==> src/rtl/pipe_ctrl_pkg.sv <==
// Shared constants, state encodings and helpers for the pipeline sequencing controller.
package pipe_ctrl_pkg;

  localparam int REG_ADDR_W = 5;
  localparam int REG_W      = 32;

  // Canonical NOP (addi x0, x0, 0) that flush consumers load into a cleared stage.
  localparam logic [REG_W-1:0] NOP_INSTR = 32'h0000_0013;

  typedef enum logic [1:0] {
    PIPE_RUN      = 2'b00,
    PIPE_MEM_WAIT = 2'b01,
    PIPE_DRAIN    = 2'b10
  } pipe_state_e;

  // Per-stage control bundle produced each cycle by the controller.
  typedef struct packed {
    logic hold_pc;
    logic hold_if_id;
    logic hold_id_ex;
    logic hold_ex_mem;
    logic flush_if_id;
    logic flush_id_ex;
    logic flush_mem_wb;
    logic jump;
    logic mem_err;
  } pipe_ctl_t;

  // Sequential successor of a PC; wraps modulo 2^32.
  function automatic logic [REG_W-1:0] seq_pc(input logic [REG_W-1:0] pc);
    return pc + 32'd4;
  endfunction

endpackage

==> src/rtl/pipe_ctrl_hazard_det.sv <==
// Load-use hazard detector: flags an ID instruction that reads the destination
// of a load currently in EX. Register x0 never creates a hazard.
module pipe_ctrl_hazard_det
  import pipe_ctrl_pkg::*;
(
  input  logic                  ex_rmem,
  input  logic                  ex_wen,
  input  logic [REG_ADDR_W-1:0] ex_rd_addr,
  input  logic                  id_rs1_used,
  input  logic [REG_ADDR_W-1:0] id_rs1_addr,
  input  logic                  id_rs2_used,
  input  logic [REG_ADDR_W-1:0] id_rs2_addr,
  output logic                  load_use
);

  logic rs1_hit;
  logic rs2_hit;

  assign rs1_hit  = id_rs1_used & (id_rs1_addr == ex_rd_addr);
  assign rs2_hit  = id_rs2_used & (id_rs2_addr == ex_rd_addr);
  assign load_use = ex_rmem & ex_wen & (ex_rd_addr != '0) & (rs1_hit | rs2_hit);

endmodule

==> src/rtl/pipe_ctrl.sv <==
// Pipeline sequencing controller for the 5-stage core. Resolves memory stalls
// (with timeout), EX redirects, FENCE.I drain and load-use hazards, in that
// priority order. Controls are combinational; only state and counters are flops.
// Optional performance counters are built when PIPE_CTRL_PERF_EN is defined.
module pipe_ctrl
  import pipe_ctrl_pkg::*;
#(
  parameter int unsigned MEM_TIMEOUT  = 64,
  parameter int unsigned DRAIN_CYCLES = 3
) (
  input  logic                  clk,
  input  logic                  rst,
  input  logic [REG_ADDR_W-1:0] id_rs1_addr,
  input  logic [REG_ADDR_W-1:0] id_rs2_addr,
  input  logic                  id_rs1_used,
  input  logic                  id_rs2_used,
  input  logic                  id_fence,
  input  logic [REG_W-1:0]      id_pc,
  input  logic                  ex_rmem,
  input  logic                  ex_wen,
  input  logic [REG_ADDR_W-1:0] ex_rd_addr,
  input  logic                  ex_jump,
  input  logic [REG_W-1:0]      ex_jump_addr,
  input  logic                  mem_req,
  input  logic                  mem_ready,
  output logic                  hold_pc,
  output logic                  hold_if_id,
  output logic                  hold_id_ex,
  output logic                  hold_ex_mem,
  output logic                  flush_if_id,
  output logic                  flush_id_ex,
  output logic                  flush_mem_wb,
  output logic                  jump_o,
  output logic [REG_W-1:0]      jump_addr_o,
  output logic                  mem_err,
  output logic [31:0]           perf_stall_cnt,
  output logic [31:0]           perf_flush_cnt
);

  localparam int                  DRAIN_W     = $clog2(DRAIN_CYCLES + 1);
  localparam logic [15:0]         TMO_LIMIT   = 16'(MEM_TIMEOUT);
  localparam logic [DRAIN_W-1:0]  DRAIN_LIMIT = DRAIN_W'(DRAIN_CYCLES);

  pipe_state_e        state_q, state_d;
  logic [15:0]        tmo_cnt_q, tmo_cnt_d;
  logic [DRAIN_W-1:0] drain_cnt_q, drain_cnt_d;
  pipe_ctl_t          ctl;
  logic [REG_W-1:0]   jump_addr_c;
  logic               load_use;
  logic               mem_stall;
  logic               run_like;

  assign mem_stall = mem_req & ~mem_ready;

  pipe_ctrl_hazard_det hazard_det (
    .ex_rmem     (ex_rmem),
    .ex_wen      (ex_wen),
    .ex_rd_addr  (ex_rd_addr),
    .id_rs1_used (id_rs1_used),
    .id_rs1_addr (id_rs1_addr),
    .id_rs2_used (id_rs2_used),
    .id_rs2_addr (id_rs2_addr),
    .load_use    (load_use)
  );

  // State and counter registers; reset abandons any pending stall or drain.
  always_ff @(posedge clk or posedge rst) begin
    if (rst) begin
      state_q     <= PIPE_RUN;
      tmo_cnt_q   <= '0;
      drain_cnt_q <= '0;
    end else begin
      state_q     <= state_d;
      tmo_cnt_q   <= tmo_cnt_d;
      drain_cnt_q <= drain_cnt_d;
    end
  end

  // Next-state and control decode; a MEM_WAIT release cycle is decoded like RUN
  // so a held EX jump or a waiting FENCE.I is acted on as soon as the bus is done.
  always_comb begin
    ctl         = '0;
    jump_addr_c = '0;
    state_d     = state_q;
    tmo_cnt_d   = tmo_cnt_q;
    drain_cnt_d = drain_cnt_q;
    run_like    = 1'b0;

    case (state_q)
      PIPE_MEM_WAIT: begin
        if (mem_ready) begin
          state_d   = PIPE_RUN;
          tmo_cnt_d = '0;
          run_like  = 1'b1;
        end else if (tmo_cnt_q == TMO_LIMIT) begin
          ctl.mem_err = 1'b1;
          state_d     = PIPE_RUN;
          tmo_cnt_d   = '0;
        end else begin
          ctl.hold_pc      = 1'b1;
          ctl.hold_if_id   = 1'b1;
          ctl.hold_id_ex   = 1'b1;
          ctl.hold_ex_mem  = 1'b1;
          ctl.flush_mem_wb = 1'b1;
          tmo_cnt_d        = tmo_cnt_q + 16'd1;
        end
      end
      PIPE_DRAIN: begin
        if (mem_stall) begin
          ctl.hold_pc      = 1'b1;
          ctl.hold_if_id   = 1'b1;
          ctl.hold_id_ex   = 1'b1;
          ctl.hold_ex_mem  = 1'b1;
          ctl.flush_mem_wb = 1'b1;
        end else if (drain_cnt_q == DRAIN_LIMIT) begin
          ctl.jump        = 1'b1;
          ctl.flush_if_id = 1'b1;
          jump_addr_c     = seq_pc(id_pc);
          state_d         = PIPE_RUN;
          drain_cnt_d     = '0;
        end else begin
          ctl.hold_pc     = 1'b1;
          ctl.hold_if_id  = 1'b1;
          ctl.flush_id_ex = 1'b1;
          drain_cnt_d     = drain_cnt_q + DRAIN_W'(1);
        end
      end
      default: run_like = 1'b1;
    endcase

    if (run_like) begin
      if (mem_stall) begin
        ctl.hold_pc      = 1'b1;
        ctl.hold_if_id   = 1'b1;
        ctl.hold_id_ex   = 1'b1;
        ctl.hold_ex_mem  = 1'b1;
        ctl.flush_mem_wb = 1'b1;
        state_d          = PIPE_MEM_WAIT;
        tmo_cnt_d        = 16'd1;
      end else if (ex_jump) begin
        ctl.jump        = 1'b1;
        ctl.flush_if_id = 1'b1;
        ctl.flush_id_ex = 1'b1;
        jump_addr_c     = ex_jump_addr;
      end else if (id_fence) begin
        ctl.hold_pc     = 1'b1;
        ctl.hold_if_id  = 1'b1;
        ctl.flush_id_ex = 1'b1;
        state_d         = PIPE_DRAIN;
        drain_cnt_d     = DRAIN_W'(1);
      end else if (load_use) begin
        ctl.hold_pc     = 1'b1;
        ctl.hold_if_id  = 1'b1;
        ctl.flush_id_ex = 1'b1;
      end
    end
  end

  // All controls read zero while reset is held, whatever the inputs are doing.
  assign hold_pc      = ~rst & ctl.hold_pc;
  assign hold_if_id   = ~rst & ctl.hold_if_id;
  assign hold_id_ex   = ~rst & ctl.hold_id_ex;
  assign hold_ex_mem  = ~rst & ctl.hold_ex_mem;
  assign flush_if_id  = ~rst & ctl.flush_if_id;
  assign flush_id_ex  = ~rst & ctl.flush_id_ex;
  assign flush_mem_wb = ~rst & ctl.flush_mem_wb;
  assign jump_o       = ~rst & ctl.jump;
  assign jump_addr_o  = rst ? '0 : jump_addr_c;
  assign mem_err      = ~rst & ctl.mem_err;

`ifdef PIPE_CTRL_PERF_EN
  logic [31:0] perf_stall_q;
  logic [31:0] perf_flush_q;

  // Free-running stall and redirect counters; they wrap naturally at 2^32.
  always_ff @(posedge clk or posedge rst) begin
    if (rst) begin
      perf_stall_q <= '0;
      perf_flush_q <= '0;
    end else begin
      if (hold_pc) perf_stall_q <= perf_stall_q + 32'd1;
      if (jump_o)  perf_flush_q <= perf_flush_q + 32'd1;
    end
  end

  assign perf_stall_cnt = perf_stall_q;
  assign perf_flush_cnt = perf_flush_q;
`else
  assign perf_stall_cnt = '0;
  assign perf_flush_cnt = '0;
`endif

endmodule

==> config.mk <==
export PLATFORM = sky130hd
export DESIGN_NAME = pipe_ctrl
export DESIGN_NICKNAME = d
export VERILOG_FILES = /design/src/rtl/pipe_ctrl_pkg.sv /design/src/rtl/pipe_ctrl_hazard_det.sv /design/src/rtl/pipe_ctrl.sv
export SDC_FILE = /design/constraint.sdc
export NUM_CORES = 1
export LEC_CHECK = 0
export BUFFER_PORTS_ARGS = -buffer_cell sky130_fd_sc_hd__buf_2
export CAP_MARGIN = 30
export CORE_ASPECT_RATIO = 1.5
export CORE_MARGIN = 1
export CORE_UTILIZATION = 44
export DETAILED_ROUTE_END_ITERATION = 7
export PLACE_DENSITY = 0.83
export SETUP_SLACK_MARGIN = 0.1
export SYNTH_ARGS = -nofsm -noshare
export SYNTH_HDL_FRONTEND = slang
export SYNTH_SLANG_ARGS = --single-unit
export TNS_END_PERCENT = 20
==> constraint.sdc <==
create_clock -name clk -period 2.6 [get_ports clk]
set_clock_uncertainty 0.05 [all_clocks]
set_input_delay 0.52 -clock clk [delete_from_list [all_inputs] [get_ports clk]]
set_output_delay 0.52 -clock clk [all_outputs]
set_load 0.02 [all_outputs]
---- Yosys cells after proc, flatten, opt, wreduce, memory -nomap -nowiden ----
Index checks and enable logic that the tools add are counted.
storage, ports and cells
  ROM bits ................................ 0
  RAM bits ................................ 0
  input port bits ......................... 89
  bits in latches ......................... 0
  logic and storage cells ................. 94
  memories kept ........................... 0
  output and inout bits ................... 105
  bits in registers ....................... 20
cells by class
  $mul .................................... 0
  reduce and logical (&&, ||, !) cells .... 1
  add/sub/neg operators ................... 3
  shift operators ......................... 0
  divide/modulo/power cells ............... 0
  magnitude comparators ................... 0
  eq/ne operators ......................... 6
  bitwise logic cells ..................... 18
  muxes and demuxes ....................... 63
operators by type and width
  kind                   count
  $mux 32                7
  $mux 16                5
  $mux 2                 26
  $add 32x3->32 const B  1
  $mux 1                 18
  $add 16x1->16 const B  1
  $eq 16x7->1 const B    1
  $and 1x1->1            15
  $eq 5x5->1             2
  $mux 4                 2
  $mux 8                 1
  $pmux 4 s2             1
  $reduce_bool 5->1      1
  $eq 2x2->1 const B     2
  $pmux 1 s2             2
  $pmux 2 s2             1
  $add 2x1->2 const B    1
  $eq 2x1->1 const B     1
  $not 1->1              2
  $or 1x1->1             1

---- Logic depth before layout (Yosys ltp) ----
  depth in word-level cells ............... 10
  gate-level depth with buffers ........... 10
  gate-level depth less buffers ........... 7

---- Hierarchy ----
From an unflattened synthesis, not the netlist that was laid out.
unflattened totals
  cell total of the unflattened synthesis .. 394
  area total of the unflattened synthesis .. 2964.1 um^2
by module, submodules not included
  module                cells an instance  area an instance (um^2)  instances
  pipe_ctrl             377                2829.0                   1
  pipe_ctrl_hazard_det  17                 135.1                    1

---- Worst setup path after synthesis ----
OpenSTA, ideal clock, no wires.
  path type ............................... in2out
  from .................................... input rst
  to ...................................... output jump_addr_o[2]
  slack ................................... -0.064 ns
  stages .................................. 5
  arrival ................................. 2.094 ns
  path through ............................ inv_1 -> nand2_2 -> a21o_1 -> buf_2 -> a211oi_1
on the way
  word-level cells in the longest chain between the ends .. 1
ends and longest elaborated chain
  what         RTL line          RTL
  from (decl)  pipe_ctrl.sv:12   input logic rst,
  $mux 32      pipe_ctrl.sv:168  assign jump_addr_o = rst ? '0 : jump_addr_c;
  to (decl)    pipe_ctrl.sv:34   output logic [REG_W-1:0] jump_addr_o,
Every way passes these cells.

---- Worst setup path after layout ----
  from .................................... register state_q[1]
  to ...................................... output hold_if_id
on the way
  word-level cells in the longest chain between the ends .. 8
  elaborated cells on any way between the ends .. 10
  classes of those cells .................. eq/ne: 2; mux: 7; bitwise: 1
ends and longest elaborated chain
  what                                      RTL line          RTL
  from (decl)                               pipe_ctrl.sv:44   pipe_state_e state_q, state_d;
  from (signal assigned)                    pipe_ctrl.sv:73   state_q <= state_d;
  $eq 2x2->1 or $eq 2x1->1 (tied branches)  pipe_ctrl.sv:89   case (state_q)
  $pmux 4 s2                                pipe_ctrl.sv:89
  $mux 2                                    pipe_ctrl.sv:151  end else if (load_use) begin
  $mux 2                                    pipe_ctrl.sv:145  end else if (id_fence) begin
  $mux 2                                    pipe_ctrl.sv:140  end else if (ex_jump) begin
  $mux 2                                    pipe_ctrl.sv:132  if (mem_stall) begin
  $mux 8 *                                  pipe_ctrl.sv:131  if (run_like) begin
  $and 1x1->1 *                             pipe_ctrl.sv:161  assign hold_if_id = ~rst & ctl.hold_if_id;
  to (decl)                                 pipe_ctrl.sv:27   output logic hold_if_id,
Every way passes the cells marked *; elsewhere a longest branch is shown, timed or not.

==> metrics.txt <==
status complete, but fails checks; failing checks negative setup slack; FMAX 376 MHz; post-synthesis simple-gate area fraction 30.1%; first-iteration detailed-routing DRC count 138; Power Density 532 mW/mm^2; worst slew pin tran 0.729 ns; final WL 9.28 mm; Ports 194; fraction of registers with async set or reset after synthesis 100%; post-synthesis mux area share 0%; largest net degree at the start of global routing 20; leading area contributor after synthesis buf_4; Residual DRC 0; main combinational cell family by area after synthesis simple AND/OR/NAND/NOR gates; Mean Syn Cell Area 7.38 sq um; dpl hpwl 7.26 mm; RR Startpoint tmo_cnt_q[0]; layout cells sized above 1 40.5%; Max-slew headroom 51.4%; Detailed Routing Iterations Pass 1 5; antenna violations before repair 0; arrival time at the worst endpoint 2.09 ns; All-Layer GR Usage 23.7%; worst setup margin -0.0615 ns; Post-Layout Cell Count 636; Internal 1.13 mW; grt ovf 0; Seq pwr share 18.7%; CTS max path bufs 2; Initial Util 46.1%; number of synthesized flops with an enable pin 0; Final Core Density 61.1%; Placer Congestion 0.965; VDD IR max 0.000576 V; worst skew pair latency 0.27 ns; Clock Tree Root clkbuf_8; CP Launch Type flop; vias per std cell 5.40; final hold vios 0; TritonCTS clock tree done; post-synth top area share 17.2%; Inserted Diodes 0; synth cell count leaders 70 x buf_4, 50 x nand2_1, 27 x nor2_1, 27 x o21ai_1, 25 x xnor2_1; Setup TNS -0.162 ns; Multi-input gate area 0.00232 sq mm; Crit. Startpoint state_q[1]; Hold Path Class input port to async pin; placed cell areas 0.00362 sq mm; Pleak 1.88 nW; Area Overhead vs Synth 32.4%; Sw Ratio 47.3%; Yosys cell types 62; kind of critical path flop to output port; port buffer count 129; RSZ-0062 raised after global routing true; DIE AREA 0.00729 sq mm; cells after synthesis 414; most frequent cell after synthesis buf_4; Synth Area in Compound Gates 18.4%; core area 0.00662 sq mm; clock-pin slew on the worst setup and hold paths 0.07 ns; Fillers 582; Max-cap violations 0; row count 36; post-synthesis xor/xnor area fraction 11.2%; placed cell count 622; Pins Over Slew Limit 0; sequential element share of the synthesized area 16.4%; CTS H-Tree Depth 1; Most used DFF post-synth dfrtp_1; cells on worst reg2reg path 8; NetSw 1.02 mW; synthesized cell area 0.00305 sq mm; Yosys Warn Count 0; highest fanout seen on the critical path 5; DR WL/cell 14.6 um; Synth Area in Adders 2.46%; vias in the first global route 3157; reg-to-reg slack, setup 0.33 ns; Comb power frac 69.8%; height of the die 104 um; vias 3432; Design Area, Final 0.00404 sq mm; Area contributors post-synth buf_4 17%, dfrtp_1 16%, xnor2_1 7.2%, nand2_1 6.1%, o21ai_1 4.4%; Sink Count 20; Num CTS Buffers 3; WP data required 2.03 ns; fin crit period 2.66 ns; FF+latch area 502 sq um; Clock Power Share 11.4%; Layout Nets 656; Yosys reg bits 20; Worst Setup End Kind output port; die width 70.0 um; Final Setup Violations 4; fin crit share 102%; antenna-violating nets left 0; first-pass GRT wire length 14.4 mm; worst r2r dst tmo_cnt_q[6]
-- layout by cell type (no fill, tap or decap), types with 3 or more instances in the layout --
cell / netlist / routed
conb_1: 1 / 64
a211oi_2: 3 / 6
nand4_1: 17 / 17
buf_2: 8 / 98
buf_6: 3 / 7
o21ai_1: 27 / 24
xnor2_1: 25 / 25
ha_4: 0 / 3
nor3_2: 2 / 3
a31oi_1: 4 / 4
xor2_1: 14 / 14
nand2b_1: 5 / 5
o21ai_0: 11 / 11
nor3_1: 7 / 5
buf_4: 70 / 58
ha_1: 6 / 3
and3_1: 8 / 8
nand2_1: 50 / 47
clkbuf_8: 0 / 4
inv_2: 1 / 5
nor4_2: 4 / 5
a21oi_1: 16 / 13
inv_1: 9 / 4
nand3_1: 18 / 18
nor2_1: 27 / 25
nand2_2: 1 / 3
a22oi_1: 3 / 3
dfrtp_1: 20 / 19
and4_1: 3 / 3
o22ai_1: 3 / 3
o21ai_2: 2 / 5
a21oi_2: 0 / 3
-- routing by layer --
metal	global-route usage [%]	share of wire (%)	vias up	wire length, um
li1	-	-	1623	-
met1	24.4	34	1606	3150
met2	45.2	54	179	5050
met3	5.23	9.0	24	836
met4	9.14	2.6	0	246
met5	0	0	-	0
-- cell type report --
type	instances	area share (%)
multi-input cells	362	57.5
repair buffers	164	25.3
flip-flops and latches	20	12.4
well taps	76	2.35
clock buffers	4	1.36
inverters	10	1.02
-- per-stage QoR --
step / power [mW] / worst slack (ns) / hold slack, ns
4_1_cts: 2.05 / -0.0406 / 0.176
2_1_floorplan: 1.28 / 0.00820 / 0.342
5_1_grt: 2.28 / -0.163 / 0.188
3_3_place_gp: 1.55 / 0.101 / 0.437
3_5_place_dp: 1.57 / 0.0623 / 0.437
6_report: 2.15 / -0.0615 / 0.177
-- how the worst max path moves through the flow --
stage | end | slack [ns]
2_1_floorplan | jump_addr_o[2] | 0.008
3_3_place_gp | hold_pc | 0.10
3_5_place_dp | jump_addr_o[19] | 0.06
4_1_cts | jump_addr_o[21] | -0.04
5_1_grt | jump_addr_o[4] | -0.16
6_report | hold_if_id | -0.06
-- worst max-delay path, cell delays in order, from the launching register on --
cell and delay [ns]:
dfrtp_1 0.43, inv_2 0.08, ha_4 0.14, and2b_2 0.25, buf_4 0.14, nor3_2 0.16
buf_4 0.15, nand3_1 0.11, a21oi_2 0.19, buf_4 0.16
-- registers in the layout, indices dropped and copies added (netlist names) --
register     cells
tmo_cnt_q       16
drain_cnt_q      2
state_q          2
-- logic make-up (layout without fill, tap and decap cells) --
logic type / count (synthesis) / in the layout
DFF: 20 / 20
and+or+nand+nor: 165 / 165
xor gates and xnor gates: 39 / 39
other: 1 / 64
AOI/OAI and AO/OA: 88 / 88
adders and majority gates: 6 / 6
buffers and inverters: 95 / 178
-- power by group through the flow --
stage,Sequential (mW),Clock [mW],Combinational (mW)
detailed placement,0.406,0,1.17
floorplan,0.391,0,0.888
CTS,0.401,0.245,1.40
global placement,0.401,0,1.15
finish,0.402,0.246,1.50
global route,0.408,0.262,1.61
-- repair_timing --
item,CTS,global route
endpoints found under the setup margin,39,41
resized for setup,52,30
pin swaps,10,7
endpoints found under the hold margin,0,0
buffers inserted,8,2
hold buffers,0,0
(Power assumes the default switching activity.)
